==> src/rtl/axi_burst_master_if.sv <==
// axi_burst_master_if: AXI4 address/data/response channels between an L1 cache master and the bus
interface axi_burst_master_if #(
  parameter int ADDR_W = 32,
  parameter int DATA_W = 32,
  parameter int ID_W   = 4
);
  logic [ID_W-1:0]     awid;
  logic [ADDR_W-1:0]   awaddr;
  logic [3:0]          awlen;
  logic [2:0]          awsize;
  logic [1:0]          awburst;
  logic                awvalid, awready;
  logic [DATA_W-1:0]   wdata;
  logic [DATA_W/8-1:0] wstrb;
  logic                wlast, wvalid, wready;
  logic [ID_W-1:0]     bid;
  logic [1:0]          bresp;
  logic                bvalid, bready;
  logic [ID_W-1:0]     arid;
  logic [ADDR_W-1:0]   araddr;
  logic [3:0]          arlen;
  logic [2:0]          arsize;
  logic [1:0]          arburst;
  logic                arvalid, arready;
  logic [ID_W-1:0]     rid;
  logic [DATA_W-1:0]   rdata;
  logic [1:0]          rresp;
  logic                rlast, rvalid, rready;
  modport master (
    output awid, awaddr, awlen, awsize, awburst, awvalid, input awready,
    output wdata, wstrb, wlast, wvalid, input wready,
    input bid, bresp, bvalid, output bready,
    output arid, araddr, arlen, arsize, arburst, arvalid, input arready,
    input rid, rdata, rresp, rlast, rvalid, output rready
  );
  modport slave (
    input awid, awaddr, awlen, awsize, awburst, awvalid, output awready,
    input wdata, wstrb, wlast, wvalid, output wready,
    output bid, bresp, bvalid, input bready,
    input arid, araddr, arlen, arsize, arburst, arvalid, output arready,
    output rid, rdata, rresp, rlast, rvalid, input rready
  );
endinterface

==> src/rtl/axi_burst_master.sv <==
// axi_burst_master: L1 cache AXI4 master doing single-word or INCR line reads/writes with response checks and watchdog
module axi_burst_master #(
  parameter int ADDR_W     = 32,
  parameter int DATA_W     = 32,
  parameter int ID_W       = 4,
  parameter int ID_VAL     = 0,
  parameter int LINE_BEATS = 4,
  parameter int TIMEOUT    = 1023
) (
  input  logic                clk,
  input  logic                rst,
  input  logic                req_valid,
  output logic                req_ready,
  input  logic                req_write,
  input  logic                req_line,
  input  logic [ADDR_W-1:0]   req_addr,
  input  logic [DATA_W/8-1:0] req_wstrb,
  input  logic                wd_valid,
  input  logic [DATA_W-1:0]   wd_data,
  output logic                wd_ready,
  output logic                rd_valid,
  output logic [DATA_W-1:0]   rd_data,
  output logic                rd_last,
  output logic                done,
  output logic                err,
  axi_burst_master_if.master  axi
);
  localparam int SW = DATA_W / 8;
  localparam int OFF = $clog2(LINE_BEATS * SW);
  localparam int CW = $clog2(TIMEOUT + 2);
  localparam logic [ID_W-1:0] ID = ID_W'(ID_VAL);
  localparam logic [3:0] LINE_LEN = 4'(LINE_BEATS - 1);
  localparam logic [ADDR_W-1:0] LINE_MASK = ~ADDR_W'((1 << OFF) - 1);
  typedef enum logic [2:0] {IDLE, AR, R, AW, W, B} state_t;
  state_t            state;
  logic              line_q, sticky, to;
  logic [ADDR_W-1:0] addr_q;
  logic [SW-1:0]     wstrb_q;
  logic [3:0]        beat, len;
  logic [CW-1:0]     cnt;
  logic              ar_hs, aw_hs, w_hs, r_hs, b_hs, hs, r_bad, b_bad;
  assign len = line_q ? LINE_LEN : 4'd0;
  assign to = TIMEOUT != 0 && state != IDLE && cnt == CW'(TIMEOUT);
  assign req_ready = state == IDLE;
  assign axi.arvalid = state == AR && !to;
  assign axi.awvalid = state == AW && !to;
  assign axi.rready = state == R && !to;
  assign axi.bready = state == B && !to;
  assign axi.wvalid = state == W && !to && wd_valid;
  assign wd_ready = state == W && !to && axi.wready;
  assign axi.araddr = addr_q;
  assign axi.awaddr = addr_q;
  assign axi.arlen = len;
  assign axi.awlen = len;
  assign axi.arsize = 3'($clog2(SW));
  assign axi.awsize = 3'($clog2(SW));
  assign axi.arburst = 2'b01;
  assign axi.awburst = 2'b01;
  assign axi.arid = ID;
  assign axi.awid = ID;
  assign axi.wdata = wd_data;
  assign axi.wstrb = line_q ? '1 : wstrb_q;
  assign axi.wlast = beat == len;
  assign ar_hs = axi.arvalid && axi.arready;
  assign aw_hs = axi.awvalid && axi.awready;
  assign w_hs = axi.wvalid && axi.wready;
  assign r_hs = axi.rvalid && axi.rready;
  assign b_hs = axi.bvalid && axi.bready;
  assign hs = ar_hs || aw_hs || w_hs || r_hs || b_hs;
  // RLAST must coincide exactly with the beat numbered LEN
  assign r_bad = axi.rresp != 2'b00 || axi.rid != ID || axi.rlast != (beat == len);
  assign b_bad = axi.bresp != 2'b00 || axi.bid != ID;
  always_ff @(posedge clk) begin
    if (!rst) begin
      state <= IDLE;
      line_q <= 1'b0;
      addr_q <= '0;
      wstrb_q <= '0;
      beat <= '0;
      sticky <= 1'b0;
      cnt <= '0;
      rd_valid <= 1'b0;
      rd_data <= '0;
      rd_last <= 1'b0;
      done <= 1'b0;
      err <= 1'b0;
    end else begin
      rd_valid <= 1'b0;
      rd_last <= 1'b0;
      done <= 1'b0;
      err <= 1'b0;
      cnt <= (hs || TIMEOUT == 0) ? '0 : cnt + 1'b1;
      if (to) begin
        state <= IDLE;
        done <= 1'b1;
        err <= 1'b1;
      end else begin
        case (state)
          IDLE: if (req_valid) begin
            state <= req_write ? AW : AR;
            line_q <= req_line;
            addr_q <= req_line ? req_addr & LINE_MASK : req_addr;
            wstrb_q <= req_wstrb;
            beat <= '0;
            sticky <= 1'b0;
            cnt <= '0;
          end
          AR: if (ar_hs) state <= R;
          R: if (r_hs) begin
            rd_valid <= 1'b1;
            rd_data <= axi.rdata;
            beat <= beat + 1'b1;
            sticky <= sticky | r_bad;
            if (beat == len) begin
              rd_last <= 1'b1;
              done <= 1'b1;
              err <= sticky | r_bad;
              state <= IDLE;
            end
          end
          AW: if (aw_hs) state <= W;
          W: if (w_hs) begin
            beat <= beat + 1'b1;
            if (beat == len) state <= B;
          end
          B: if (b_hs) begin
            done <= 1'b1;
            err <= sticky | b_bad;
            state <= IDLE;
          end
          default: state <= IDLE;
        endcase
      end
    end
  end
endmodule

==> src/flat_wrapper.sv <==
// flat-port wrapper written by rule: the top's interface ports become plain ports
module axi_burst_master_flat 
#(
  parameter int ADDR_W     = 32,
  parameter int DATA_W     = 32,
  parameter int ID_W       = 4,
  parameter int ID_VAL     = 0,
  parameter int LINE_BEATS = 4,
  parameter int TIMEOUT    = 1023
)
  (clk, rst, req_valid, req_ready, req_write, req_line, req_addr, req_wstrb, wd_valid, wd_data, wd_ready, rd_valid, rd_data, rd_last, done, err, axi_awid, axi_awaddr, axi_awlen, axi_awsize, axi_awburst, axi_awvalid, axi_awready, axi_wdata, axi_wstrb, axi_wlast, axi_wvalid, axi_wready, axi_bid, axi_bresp, axi_bvalid, axi_bready, axi_arid, axi_araddr, axi_arlen, axi_arsize, axi_arburst, axi_arvalid, axi_arready, axi_rid, axi_rdata, axi_rresp, axi_rlast, axi_rvalid, axi_rready);
  axi_burst_master_if #(.ADDR_W(ADDR_W), .DATA_W(DATA_W), .ID_W(ID_W)) axi_i ();
  input  logic clk;
  input  logic rst;
  input  logic req_valid;
  output logic req_ready;
  input  logic req_write;
  input  logic req_line;
  input  logic [ADDR_W-1:0] req_addr;
  input  logic [DATA_W/8-1:0] req_wstrb;
  input  logic wd_valid;
  input  logic [DATA_W-1:0] wd_data;
  output logic wd_ready;
  output logic rd_valid;
  output logic [DATA_W-1:0] rd_data;
  output logic rd_last;
  output logic done;
  output logic err;
  output wire logic [$bits(axi_i.awid)-1:0] axi_awid;
  output wire logic [$bits(axi_i.awaddr)-1:0] axi_awaddr;
  output wire logic [$bits(axi_i.awlen)-1:0] axi_awlen;
  output wire logic [$bits(axi_i.awsize)-1:0] axi_awsize;
  output wire logic [$bits(axi_i.awburst)-1:0] axi_awburst;
  output wire logic [$bits(axi_i.awvalid)-1:0] axi_awvalid;
  input wire logic [$bits(axi_i.awready)-1:0] axi_awready;
  output wire logic [$bits(axi_i.wdata)-1:0] axi_wdata;
  output wire logic [$bits(axi_i.wstrb)-1:0] axi_wstrb;
  output wire logic [$bits(axi_i.wlast)-1:0] axi_wlast;
  output wire logic [$bits(axi_i.wvalid)-1:0] axi_wvalid;
  input wire logic [$bits(axi_i.wready)-1:0] axi_wready;
  input wire logic [$bits(axi_i.bid)-1:0] axi_bid;
  input wire logic [$bits(axi_i.bresp)-1:0] axi_bresp;
  input wire logic [$bits(axi_i.bvalid)-1:0] axi_bvalid;
  output wire logic [$bits(axi_i.bready)-1:0] axi_bready;
  output wire logic [$bits(axi_i.arid)-1:0] axi_arid;
  output wire logic [$bits(axi_i.araddr)-1:0] axi_araddr;
  output wire logic [$bits(axi_i.arlen)-1:0] axi_arlen;
  output wire logic [$bits(axi_i.arsize)-1:0] axi_arsize;
  output wire logic [$bits(axi_i.arburst)-1:0] axi_arburst;
  output wire logic [$bits(axi_i.arvalid)-1:0] axi_arvalid;
  input wire logic [$bits(axi_i.arready)-1:0] axi_arready;
  input wire logic [$bits(axi_i.rid)-1:0] axi_rid;
  input wire logic [$bits(axi_i.rdata)-1:0] axi_rdata;
  input wire logic [$bits(axi_i.rresp)-1:0] axi_rresp;
  input wire logic [$bits(axi_i.rlast)-1:0] axi_rlast;
  input wire logic [$bits(axi_i.rvalid)-1:0] axi_rvalid;
  output wire logic [$bits(axi_i.rready)-1:0] axi_rready;
  assign axi_awid = axi_i.awid;
  assign axi_awaddr = axi_i.awaddr;
  assign axi_awlen = axi_i.awlen;
  assign axi_awsize = axi_i.awsize;
  assign axi_awburst = axi_i.awburst;
  assign axi_awvalid = axi_i.awvalid;
  assign axi_i.awready = axi_awready;
  assign axi_wdata = axi_i.wdata;
  assign axi_wstrb = axi_i.wstrb;
  assign axi_wlast = axi_i.wlast;
  assign axi_wvalid = axi_i.wvalid;
  assign axi_i.wready = axi_wready;
  assign axi_i.bid = axi_bid;
  assign axi_i.bresp = axi_bresp;
  assign axi_i.bvalid = axi_bvalid;
  assign axi_bready = axi_i.bready;
  assign axi_arid = axi_i.arid;
  assign axi_araddr = axi_i.araddr;
  assign axi_arlen = axi_i.arlen;
  assign axi_arsize = axi_i.arsize;
  assign axi_arburst = axi_i.arburst;
  assign axi_arvalid = axi_i.arvalid;
  assign axi_i.arready = axi_arready;
  assign axi_i.rid = axi_rid;
  assign axi_i.rdata = axi_rdata;
  assign axi_i.rresp = axi_rresp;
  assign axi_i.rlast = axi_rlast;
  assign axi_i.rvalid = axi_rvalid;
  assign axi_rready = axi_i.rready;
  axi_burst_master #(.ADDR_W(ADDR_W), .DATA_W(DATA_W), .ID_W(ID_W), .ID_VAL(ID_VAL), .LINE_BEATS(LINE_BEATS), .TIMEOUT(TIMEOUT)) u_core (.clk(clk), .rst(rst), .req_valid(req_valid), .req_ready(req_ready), .req_write(req_write), .req_line(req_line), .req_addr(req_addr), .req_wstrb(req_wstrb), .wd_valid(wd_valid), .wd_data(wd_data), .wd_ready(wd_ready), .rd_valid(rd_valid), .rd_data(rd_data), .rd_last(rd_last), .done(done), .err(err), .axi(axi_i));
endmodule
==> config.mk <==
export PLATFORM = sky130hd
export DESIGN_NAME = axi_burst_master_flat
export DESIGN_NICKNAME = d
export VERILOG_FILES = /design/src/rtl/axi_burst_master_if.sv /design/src/rtl/axi_burst_master.sv /design/src/flat_wrapper.sv
export SDC_FILE = /design/constraint.sdc
export NUM_CORES = 1
export LEC_CHECK = 0
export CORE_AREA = 2 2 114 116
export DETAILED_ROUTE_END_ITERATION = 12
export DIE_AREA = 0 0 116 118
export GPL_TIMING_DRIVEN = 0
export HOLD_SLACK_MARGIN = 0.12
export PLACE_DENSITY = 0.93
export SLEW_MARGIN = 20
export SYNTH_ARGS = -nofsm -noshare
export SYNTH_HDL_FRONTEND = slang
export SYNTH_SLANG_ARGS = --single-unit
export TNS_END_PERCENT = 30
==> constraint.sdc <==
create_clock -name clk -period 2 [get_ports clk]
set_input_delay 0.4 -clock clk [delete_from_list [all_inputs] [get_ports clk]]
set_output_delay 0.4 -clock clk [all_outputs]
set_load 0.01 [all_outputs]
==> results of run 1 <==
==> final cells by class <==
| class | instances | area [µm²] |
|---|---|---|
| plain buffers | 117 | 815 |
| clock buffers | 12 | 267 |
| clock inverters | 4 | 22.5 |
| fillers | 1053 | 4710 |
| inverters | 3 | 11.3 |
| multi-input cells | 359 | 2030 |
| flip-flops and latches | 92 | 1860 |
| well taps | 172 | 215 |
| repair buffers | 254 | 2490 |
==> worst max-delay path: stages, from the launching register on <==
cell     delay, ns
dfxtp_2       0.33
or3_4         0.42
nand4_1       0.18
buf_4         0.15
and3_4        0.18
buf_6         0.10
==> per-stage QoR <==
stage	setup TNS (ns)	setup slack (ns)
after global placement	-14.67	-0.649
after detailed placement	-15.93	-0.571
after floorplan	0	0.185
after global routing	-0.496	-0.147
final	-0.259	-0.0955
after CTS	-0.654	-0.141
==> metal layers <==
layer  share of wire  vias to the layer above
met4           0.028                        2
met2            0.52                      215
met1            0.37                     2099
met3           0.074                       34
met5          0.0011                        -
li1                -                     2265
==> synth_stat cells (4+ instances only) <==
library cell	n	area, µm²
a21oi_1	5	25.0
dfxtp_1	92	1840
xor2_1	11	96.3
a21boi_1	6	45.0
and3_1	11	68.8
clkbuf_1	11	41.3
nor3_1	4	20.0
nand4_1	6	37.5
o21ai_0	4	20.0
a21boi_0	65	488
nand2_1	148	556
or2_2	5	31.3
nand3_1	12	60.1
buf_2	14	70.1
buf_4	91	683
nor2_1	20	75.1
nand3b_1	4	30.0
nor2b_1	4	25.0
==> kinds of logic (layout without fill, tap and decap cells) <==
family / Yosys count / count (layout) / share of synthesized area
muxes: 2 / 2 / 0.00442
xor gates and xnor gates: 12 / 12 / 0.0232
AOI/OAI and AO/OA: 91 / 91 / 0.148
and+or+nand+nor: 230 / 230 / 0.229
adders and majority gates: 2 / 2 / 0.00553
buffers and inverters: 121 / 390 / 0.182
DFF: 92 / 92 / 0.407
other: 2 / 22 / 0.00166
==> sequential cells by signal, indices dropped and copies added, names as in the netlist <==
name / flops
u_core.axi.araddr: 32
u_core.beat: 4
u_core.cnt: 11
u_core.done: 1
u_core.err: 1
u_core.line_q: 1
u_core.rd_data: 32
u_core.rd_last: 1
u_core.rd_valid: 1
u_core.state: 3
u_core.sticky: 1
u_core.wstrb_q: 4
==> worst paths after layout <==
| check | from | to | cells past startpoint |
|---|---|---|---|
| setup / recovery | u_core.state[0] | axi_arvalid | 5 |
| hold / removal | rst | u_core.rd_data[14] | 2 |
| setup reg to reg | u_core.state[0] | u_core.state[1] | 8 |
| hold reg to reg | u_core.wstrb_q[3] | u_core.wstrb_q[3] | 2 |
==> power by group through the flow <==
stage,combinational (mW),sequential [mW],clock (mW)
5_1_grt,3.28,2.35,1.77
3_3_place_gp,2.76,2.34,0
3_5_place_dp,2.80,2.35,0
4_1_cts,2.97,2.31,1.69
6_report,3.02,2.32,1.64
2_1_floorplan,1.35,2.39,0
==> what timing repair did <==
| item | 4_1_cts | 5_1_grt |
|---|---|---|
| hold buffers | 0 | 0 |
| pin swaps | 10 | 7 |
| endpoints found under the setup margin | 34 | 26 |
| setup buffers | 10 | 6 |
| gates resized for setup | 47 | 20 |
==> impl_summary.md, run 1 <==
Outcome
The flow ran to the end, but the final reports show violations. The final reports fail on setup timing.

Routing
The number of vias per cell after detailed routing is 4.56. In the final routed layout, each cell accounts on average for 14.3 µm. The detailed router placed 4615 vias in this run.

The count of unresolved DRC violations after routing is 0. The number of search-and-repair iterations in the first detailed-routing pass is 4. The overall routed net length is 14500 µm. The number of violations reported at the end of detailed-routing iteration 0 is 172. The residual antenna-violating net count after detailed routing is 0.

Global route
The total overflow left after global routing is 0. The global-route usage over all layers is 0.207. In the global route stage, met2 resource usage came out at 0.377. The number of antenna violations at the first check in global routing is 1. met2 is the most crowded layer.

The fraction of met1 tracks used by global routing is 0.223. The first-pass GRT wire length is 22100 µm. The number of global-route vias before repair is 4467.

The global routing met3 resource utilization is 0.0530. Entering global routing, the biggest net connects 15 pins.

Clock network
Counting along the longest clock path gives a buffer depth of 2. The later pin in the worst-skew pair is clocked with a latency of 0.34 ns. The clock tree from TritonCTS is yes. The cell at the root of the clock tree is clkbuf_16. The clock-pin slew on the worst setup and hold paths is 0.06 ns. CTS saw 92 sinks. The number of buffers inserted during clock tree synthesis is 9. The H-tree generated during clock tree synthesis spans 3 levels.

Floorplan
The floorplan row count is 41. The initial utilization of the core area, before any placement, comes to 0.365. In this run the vertical extent of the chip is 118 µm. The die is 116 µm wide. In this run the standard cell core region covers 12400 µm². 294 I/O pins were placed. The area enclosed by the die boundary is 13700 µm².

Setup path
The critical path capture point type is a primary output. The kind of critical path is reg -> out. Data on the critical path is required at its endpoint by 1.60 ns. The arrival time at the worst endpoint is 1.70 ns.

In this run the worst path has a maximum fanout of 3. For flop-to-flop paths, the worst setup slack is 0.08 ns. The startpoint type of the worst setup path is a register.

Worst hold path
The path type of the worst min-delay path is in -> reg.

Placed design
The number of cells in the design after placement is 982. The last weighted congestion value of the routability-driven placer is 0.851. Once detailed placement completed, the half-perimeter wirelength came to 11300 µm. The placed instances occupy a cell area of 7200 µm². During placement, the flow inserted port buffers numbering 238.

Power and ir drop
The internal portion of the total power is 4.66 mW. VDD sags by at most 0.559 mV. Power comes to 6.98 mW. The net switching power of the design is 2.33 mW. The portion of total power attributed to combinational logic is 0.433. In this run the power density over the cells is 906 nW/µm².

Of the total power, the clock network draws 0.235. The portion of total power attributed to sequential cells is 0.332. Of the total power, the share spent switching nets is 0.333.

In this run the static leakage power is 3.15 nW.

Yosys
The async set or reset register ratio after synthesis is 0. The cell count after synthesis is 552. The number of enable-type register cells in the synthesized netlist is 0. The sequential-to-total area share from yosys stat is 0.407.

Dividing the synthesized area by the synthesized cell count gives 8.20 µm². The dominant register cell in the synthesized netlist is dfxtp_1. The synthesized design contains 92 register bits. In this run the cell area of the synthesized design comes to 4530 µm².

In this run, distinct cell masters in the synthesized netlist total 44. The count of synthesis-stage warnings from yosys is 0.

Layout
Excluding fillers, the count of instances in the completed layout stands at 1013. Measured on the finished design, the core utilization comes to 0.621. The library cell used most frequently in the layout, excluding fill and tap cells, is clkdlybuf4s50_1. After routing the design area is 7700 µm². Leaving out fill and tap cells, the most frequent cells in the layout are 229 x clkdlybuf4s50_1, 148 x nand2_1, 106 x buf_4. Of the cells placed in the final design, the portion with a size suffix greater than 1 is 0.210.

The synthesis-to-finish area growth is 70.2%. The count of antenna diodes in the layout is 0. The net count of the finished layout is 962.

Timing
The count of endpoints failing hold in the final timing report is 0. For the pin with the worst max-slew slack, the measured transition is 0.545 ns. The max-slew headroom at the worst pin is 0.637.

Setup violations remaining at the end of the flow were counted as 4. Setup repair after global routing could not meet its margin everywhere. The number of pins exceeding their max-slew limit in the final report is 0. Across all setup checks in the final design, the least slack found is -0.0955 ns. The highest achievable clock rate is 477 MHz. The post-route clock skew is 0.00633 ns. In the finished design, the share of the clock period the worst path needs comes to 1.05. The worst-case hold slack is 0.444 ns. The shortest clock period the worst path allows after layout is 2.10 ns.

Job
Across the run, the number of max-cap violations was 0.
Power figures use the tool's default switching activity.
==> run 2, diff against run 1 <==
- CELL_PAD_IN_SITES_DETAIL_PLACEMENT: default -> 0
- CELL_PAD_IN_SITES_GLOBAL_PLACEMENT: default -> 2
- CORE_AREA: 2 2 114 116 -> default
- CORE_ASPECT_RATIO: default -> 1.1
- CORE_UTILIZATION: default -> 19
- DIE_AREA: 0 0 116 118 -> default
==> run 2 against run 1 <==
Wire length is 4.6% higher. Fmax grew 1.4%. Sequential power about the same. Count of clock-buffer cells in the layout fell by 1. Global-route usage shrank 8.6 points. Cell area is 2.0% higher. Critical path depth unchanged. Core utilization fell by 28 points. The flow still finishes with violations (setup timing). Highest routed layer is now met4. Critical path type unchanged.
==> impl_summary.md, run 2 (synthesis results as in run 1) <==
Setup path
The startpoint type of the worst setup path is a register. STA puts the critical path data arrival time at 1.67 ns. The largest fanout of any net on the critical path is 4. The highest-delay cell along the critical path is or3_4. The kind of critical path is reg -> out. Walking the worst path, the cells encountered are or3_4 > nand4_1 > buf_4 > and3_4 > buf_6. The terminus of the critical flop-to-flop path is u_core.cnt[4]. The reg2reg setup slack is 0.07 ns.

The stage delay of the slowest cell on the critical path is 0.42 ns. The worst path required time is 1.60 ns. The critical path capture point type is a primary output. The worst register-to-register path begins at u_core.state[0]. The length in cells of the worst reg-to-reg path is 6.

Layout
The number of antenna diodes in the final layout is 0. The most common library cell in the layout ignoring fill and taps is clkdlybuf4s50_1. After the last flow step, the layout net total stands at 959.

The number of fillers in the final layout is 2423. Measured on the finished design, the core utilization comes to 0.339. In the layout the commonest cells are 230 x clkdlybuf4s50_1, 148 x nand2_1, 102 x buf_4. The share of final-layout standard cells stronger than drive strength 1 is 0.206. The area of combinational cells with multiple inputs is 2030 µm². In the final layout, flip-flops and latches occupy 1860 µm². The synthesis-to-finish area growth is 73.6%.

Timing
Summed over all failing endpoints, the final setup total negative slack is -0.271 ns. The post-route clock skew is 0.00732 ns. The highest achievable clock rate is 484 MHz.

The shortest clock period the worst path allows after layout is 2.07 ns. Of the available clock period, the critical path in the final layout requires 1.03. Setup repair after global routing could not meet its margin everywhere.

The final number of setup-violating endpoints is 5. The worst-case hold slack is 0.447 ns. The minimum setup slack in the final design is -0.0662 ns.

The transition time at the pin with the least slew margin is 0.751 ns. The count of endpoints failing hold in the final timing report came to 0. The number of pins exceeding their max-slew limit in the final report is 0. Headroom to the max-slew limit came out at 0.500.

Routing
Wires add up to 15200 µm. The average wire per cell in the routed design is 13.3 µm. The final route contains 4445 vias. The count of unresolved DRC violations after routing is 0. After detailed routing, the number of vias per cell comes to 3.91. The residual antenna-violating net count after detailed routing is 0. The number of violations reported at the end of detailed-routing iteration 0 is 95. The number of search-and-repair iterations in the first detailed-routing pass is 4.

Power and ir drop
Overall power consumption after layout is estimated at 7.02 mW. In this run the power density over the cells is 894 nW/µm². The worst-case IR drop observed on VDD is 0.384 mV. The leakage power of the design is 3.12 nW.

Worst hold path
The worst hold path was traced through 2 stages. The tightest min-delay check is of the in -> reg type. The hold path endpoint is u_core.rd_data[27].

In this run the most critical hold path is launched from rst.

Global route
The number of antenna violations at the first check in global routing was 0. The number of global-route vias before repair came to 4130. The overall overflow remaining after global route is 0.

The maximum number of pins on one net before global-route repair is 17. The first global-routing pass estimated 22600 µm of wire. The global-route usage over all layers is 0.121.

Placed design
The last weighted congestion value of the routability-driven placer is 0.805. OpenSTA, run right after detailed placement, puts the worst setup slack at -0.764 ns. The placed wire-length estimate after detailed placement is 11800 µm.

During placement, the flow inserted port buffers numbering 238.

Floorplan
The number of ports placed on the die boundary is 294. Measured along the y axis, the die boundary spans 164 µm. The die covers 24400 µm². For this configuration, the core starts out at a cell density of 0.196.

The floorplan has 58 rows. The die outline width is 149 µm. The placeable core area is 23100 µm².

Outcome
The run finished, with violations left. The checks that failed: setup timing.

Clock network
After clock tree synthesis, the clock-pin slew on the worst setup and hold paths is 0.07 ns. CTS saw 92 sinks. TritonCTS built the clock tree. The clock network latency to the later pin of the worst-skew pair is 0.35 ns. The cell at the root of the clock tree is clkbuf_16. In this run, post-CTS hold repair placed 0 buffers.

The number of buffers on the longest clock path is 2. The clock tree synthesis step divided the H-tree into 3 levels. The number of clock buffers added by TritonCTS is 9.

Job
The number of violations of the max-capacitance limit is 0.
run 2: power breakdown:
part           switching, mW  internal [mW]  leakage, nW
sequential             0.226           2.11        0.752
combinational           1.38           1.59         2.22
clock                  0.794          0.926        0.143
run 2: critical path: cells and delay by family (launching register included):
family | cells | cell delay, ns
buffers and inverters | 2 | 0.24
DFF | 1 | 0.33
and+or+nand+nor | 3 | 0.75
run 2: what timing repair did:
item,in CTS,in global routing
pin swaps,8,4
buffers inserted,13,0
gates resized for setup,61,6
endpoints found under the setup margin,51,24
run 2: how the worst max path moves through the flow:
stage,startpoint,to,slack (ns),depth (start not counted)
after detailed placement,u_core.line_q,axi_wlast,-0.76,3
after CTS,u_core.cnt[0],axi_wvalid,-0.08,7
final,u_core.state[0],axi_bready,-0.07,5
after global routing,u_core.state[0],axi_rready,-0.13,5
after floorplan,u_core.cnt[0],axi_wvalid,0.18,5
after global placement,u_core.line_q,axi_wlast,-0.79,3
run 2: per-stage QoR:
step | instance area, µm² | std cells
after floorplan | 4600 | 572
after global placement | 7360 | 1110
after detailed placement | 7360 | 1110
after CTS | 7860 | 1139
after global routing | 7860 | 1138
final | 7860 | 1138
run 2: layout make-up:
cell class                      count  share of cell area
Clock buffer                       11              0.0322
Inverter                            3             0.00143
Timing Repair Buffer              251               0.314
Buffer                            117               0.104
Clock inverter                      5             0.00541
Multi-Input combinational cell    359               0.259
Sequential cell                    92               0.236
Tap cell                          300              0.0478
run 2: metal layers:
metal / track usage / vias up / wire (µm)
li1: - / 2261 / -
met1: 0.136 / 1970 / 6200
met2: 0.215 / 197 / 7380
met3: 0.0383 / 17 / 1310
met4: 0.0380 / 0 / 276
met5: 0 / - / 0
==> run 3, diff against run 2 <==
- CELL_PAD_IN_SITES_DETAIL_PLACEMENT: 0 -> 2
- REMOVE_ABC_BUFFERS: default -> 1
==> run 3 against run 2 <==
The flow still finishes with violations (setup timing). Sequential power barely moved. Cell area is 9.9% lower. Combinational power fell by 4%. Clock skew increased by 0.0013 ns.
==> impl_summary.md, run 3 (synthesis results as in run 1) <==
Power and ir drop
The leakage power of the design is 2.69 nW. The worst ir drop on vdd is 0.322 mV. The final total power is 7.01 mW. Power spread over the standard cell area amounts to 989 nW/µm².

Routing
The count of unresolved DRC violations after routing is 0. The number of vias per cell after detailed routing is 4.32. The average wire per cell in the routed design is 17.8 µm. The detail route stage leaves a number of antenna-violating nets equal to 0. The number of search-and-repair iterations in the first detailed-routing pass is 4. The number of violations reported at the end of detailed-routing iteration 0 is 71. The detailed router placed 4405 vias in this run. Wires add up to 18200 µm.

Layout
The synthesis-to-finish area growth is 56.5%. Of the cells placed in the final design, the portion with a size suffix greater than 1 is 0.142. The library cells used most frequently in the layout, excluding fill and tap cells, are 196 x clkdlybuf4s50_1, 148 x nand2_1, 80 x dfxtp_1. The count of antenna diodes in the layout is 0.

The post-route cell area is 7080 µm². The net count of the finished layout is 841. The number of fillers in the final layout is 2631. The library cell used most frequently in the layout, excluding fill and tap cells, is clkdlybuf4s50_1.

Setup path
The largest fanout of any net on the critical path is 3. The reg2reg setup slack is -0.13 ns. On the worst path, the slowest cell contributes a delay of 0.41 ns.

The kind of critical path is reg -> out. The startpoint type of the worst setup path is a register. The arrival time at the worst endpoint is 1.77 ns. STA puts the critical path data required time at 1.60 ns.

Among all stages on the critical path, the largest delay is contributed by or3_4. The critical path capture point type is a primary output. The critical path goes through or3_4 > a41oi_4 > buf_6 > and3_1 > buf_2.

Floorplan
The y dimension of the die is 164 µm. The die is 149 µm wide. The floorplan row count is 58. The area enclosed by the die boundary is 24400 µm². During I/O placement, the number of pins put on the boundary was 294. The initial utilization of the core area, before any placement, comes to 0.196. The region available for standard cell placement spans 23100 µm².

Global route
The maximum number of pins on one net before global-route repair is 43. The number of global-route vias before repair was 4784. The first global-routing pass estimated 27100 µm of wire. In the global route stage, overall resource usage came out at 0.147. The number of antenna violations at the first check in global routing is 0. For this run the aggregate overflow at the end of global routing stands at 0.

Timing
The max-slew headroom at the worst pin is 0.627. The highest achievable clock rate is 460 MHz. The number of pins exceeding their max-slew limit in the final report is 0. The post-route clock skew is 0.00857 ns.

The count of endpoints failing hold in the final timing report is 0. Setup repair after global routing could not meet its margin everywhere. For the pin with the worst max-slew slack, the measured transition is 0.559 ns. After layout, the minimum clock period comes to 2.17 ns. Setup violations remaining at the end of the flow were counted as 7. The minimum setup slack in the final design is -0.175 ns.

The final period utilization is 1.09. The total negative slack for setup checks is -0.917 ns.

Clock network
CTS placed an instance of clkbuf_16 at the clock tree root. The clock tree from TritonCTS is yes. The depth of the CTS H-tree is 3. The clock network latency to the later pin of the worst-skew pair is 0.35 ns. The number of buffers inserted during clock tree synthesis is 9. The clock-pin slew on the worst setup and hold paths is 0.07 ns.

The clock passes through at most 2 buffers. The clock net in this run drives a total of 92 sinks. The number of buffers inserted for hold repair after clock tree synthesis is 0.

Placed design
The congestion estimate from routability-driven global placement came to 0.739. The count of input and output buffers is 207. The instance area at placement is 6340 µm². After legalization and detailed placement, the total HPWL measured 12800 µm.

Outcome
The flow ran to the end, but the final reports show violations. The checks that failed: setup timing.

Job
The number of violations of the max-capacitance limit is 0.

Worst hold path
In this run the worst hold path is classified as reg -> reg.
-- run 3: cell types whose count changed in the layout (fill, tap and decap cells not counted), sizes merged --
cell | before | now
buf | 122 | 49
clkdlybuf4s50 | 230 | 196
dlymetal6s2s | 0 | 2
bufinv | 0 | 1
inv | 5 | 4
clkbuf | 25 | 12
-- run 3: worst max-delay path: cells and delay by family, from the launching register on --
kind / cells / cell delay [ns]
AO/OA/AOI/OAI: 1 / 0.24
buffers and inverters: 2 / 0.27
flip-flops: 1 / 0.35
AND/OR/NAND/NOR: 2 / 0.55
-- run 3: repair_timing --
item	4_1_cts	5_1_grt
setup endpoints to repair	52	22
pin swaps	10	5
buffers inserted	36	3
resized for setup	67	20
-- run 3: final timing paths --
kind,cells after the start,endpoint,startpoint
setup reg to reg,14,u_core.state[1],u_core.cnt[2]
setup / recovery,5,wd_ready,u_core.state[1]
hold reg to reg,2,u_core.wstrb_q[3],u_core.wstrb_q[3]
hold / removal,2,u_core.wstrb_q[3],u_core.wstrb_q[3]
-- run 3: power by group --
part | internal (mW) | switching, mW | total (mW) | leakage, nW
Clock | 1.01 | 0.790 | 1.80 | 0.146
Sequential | 2.12 | 0.227 | 2.34 | 0.756
Combinational | 1.43 | 1.43 | 2.86 | 1.78
Total | 4.56 | 2.45 | 7.01 | 2.69
-- run 3: stage by stage --
| step | hold slack, ns | setup slack, ns | utilization | cells |
|---|---|---|---|---|
| 3_5_place_dp | 0.455 | -0.679 | 0.274 | 967 |
| 5_1_grt | 0.487 | -0.214 | 0.306 | 1020 |
| 4_1_cts | 0.464 | -0.214 | 0.303 | 1018 |
| 2_1_floorplan | 0.438 | -0.323 | - | 454 |
| 6_report | 0.464 | -0.175 | 0.306 | 1020 |
| 3_3_place_gp | 0.449 | -2.46 | 0.269 | 961 |
-- run 3: area by class of cell --
cell class	instances	area, µm²	share of cell area
timing repair buffer	250	2470	0.349
multi-input combinational	359	2040	0.289
sequential	92	1870	0.265
tap	300	375	0.0530
clock buffer	11	243	0.0343
clock inverter	5	60.1	0.00848
inverter	3	11.3	0.00159
-- run 3: per-layer routing --
metal  GRT usage  wire [µm]  part of all wire  vias to the layer above
met2       0.265       9250              0.51                      222
met5      0.0146          0                 0                        -
met4      0.0608        430             0.024                        0
met1       0.154       6920              0.38                     2135
li1            -          -                 -                     2019
met3      0.0519       1570             0.086                       29
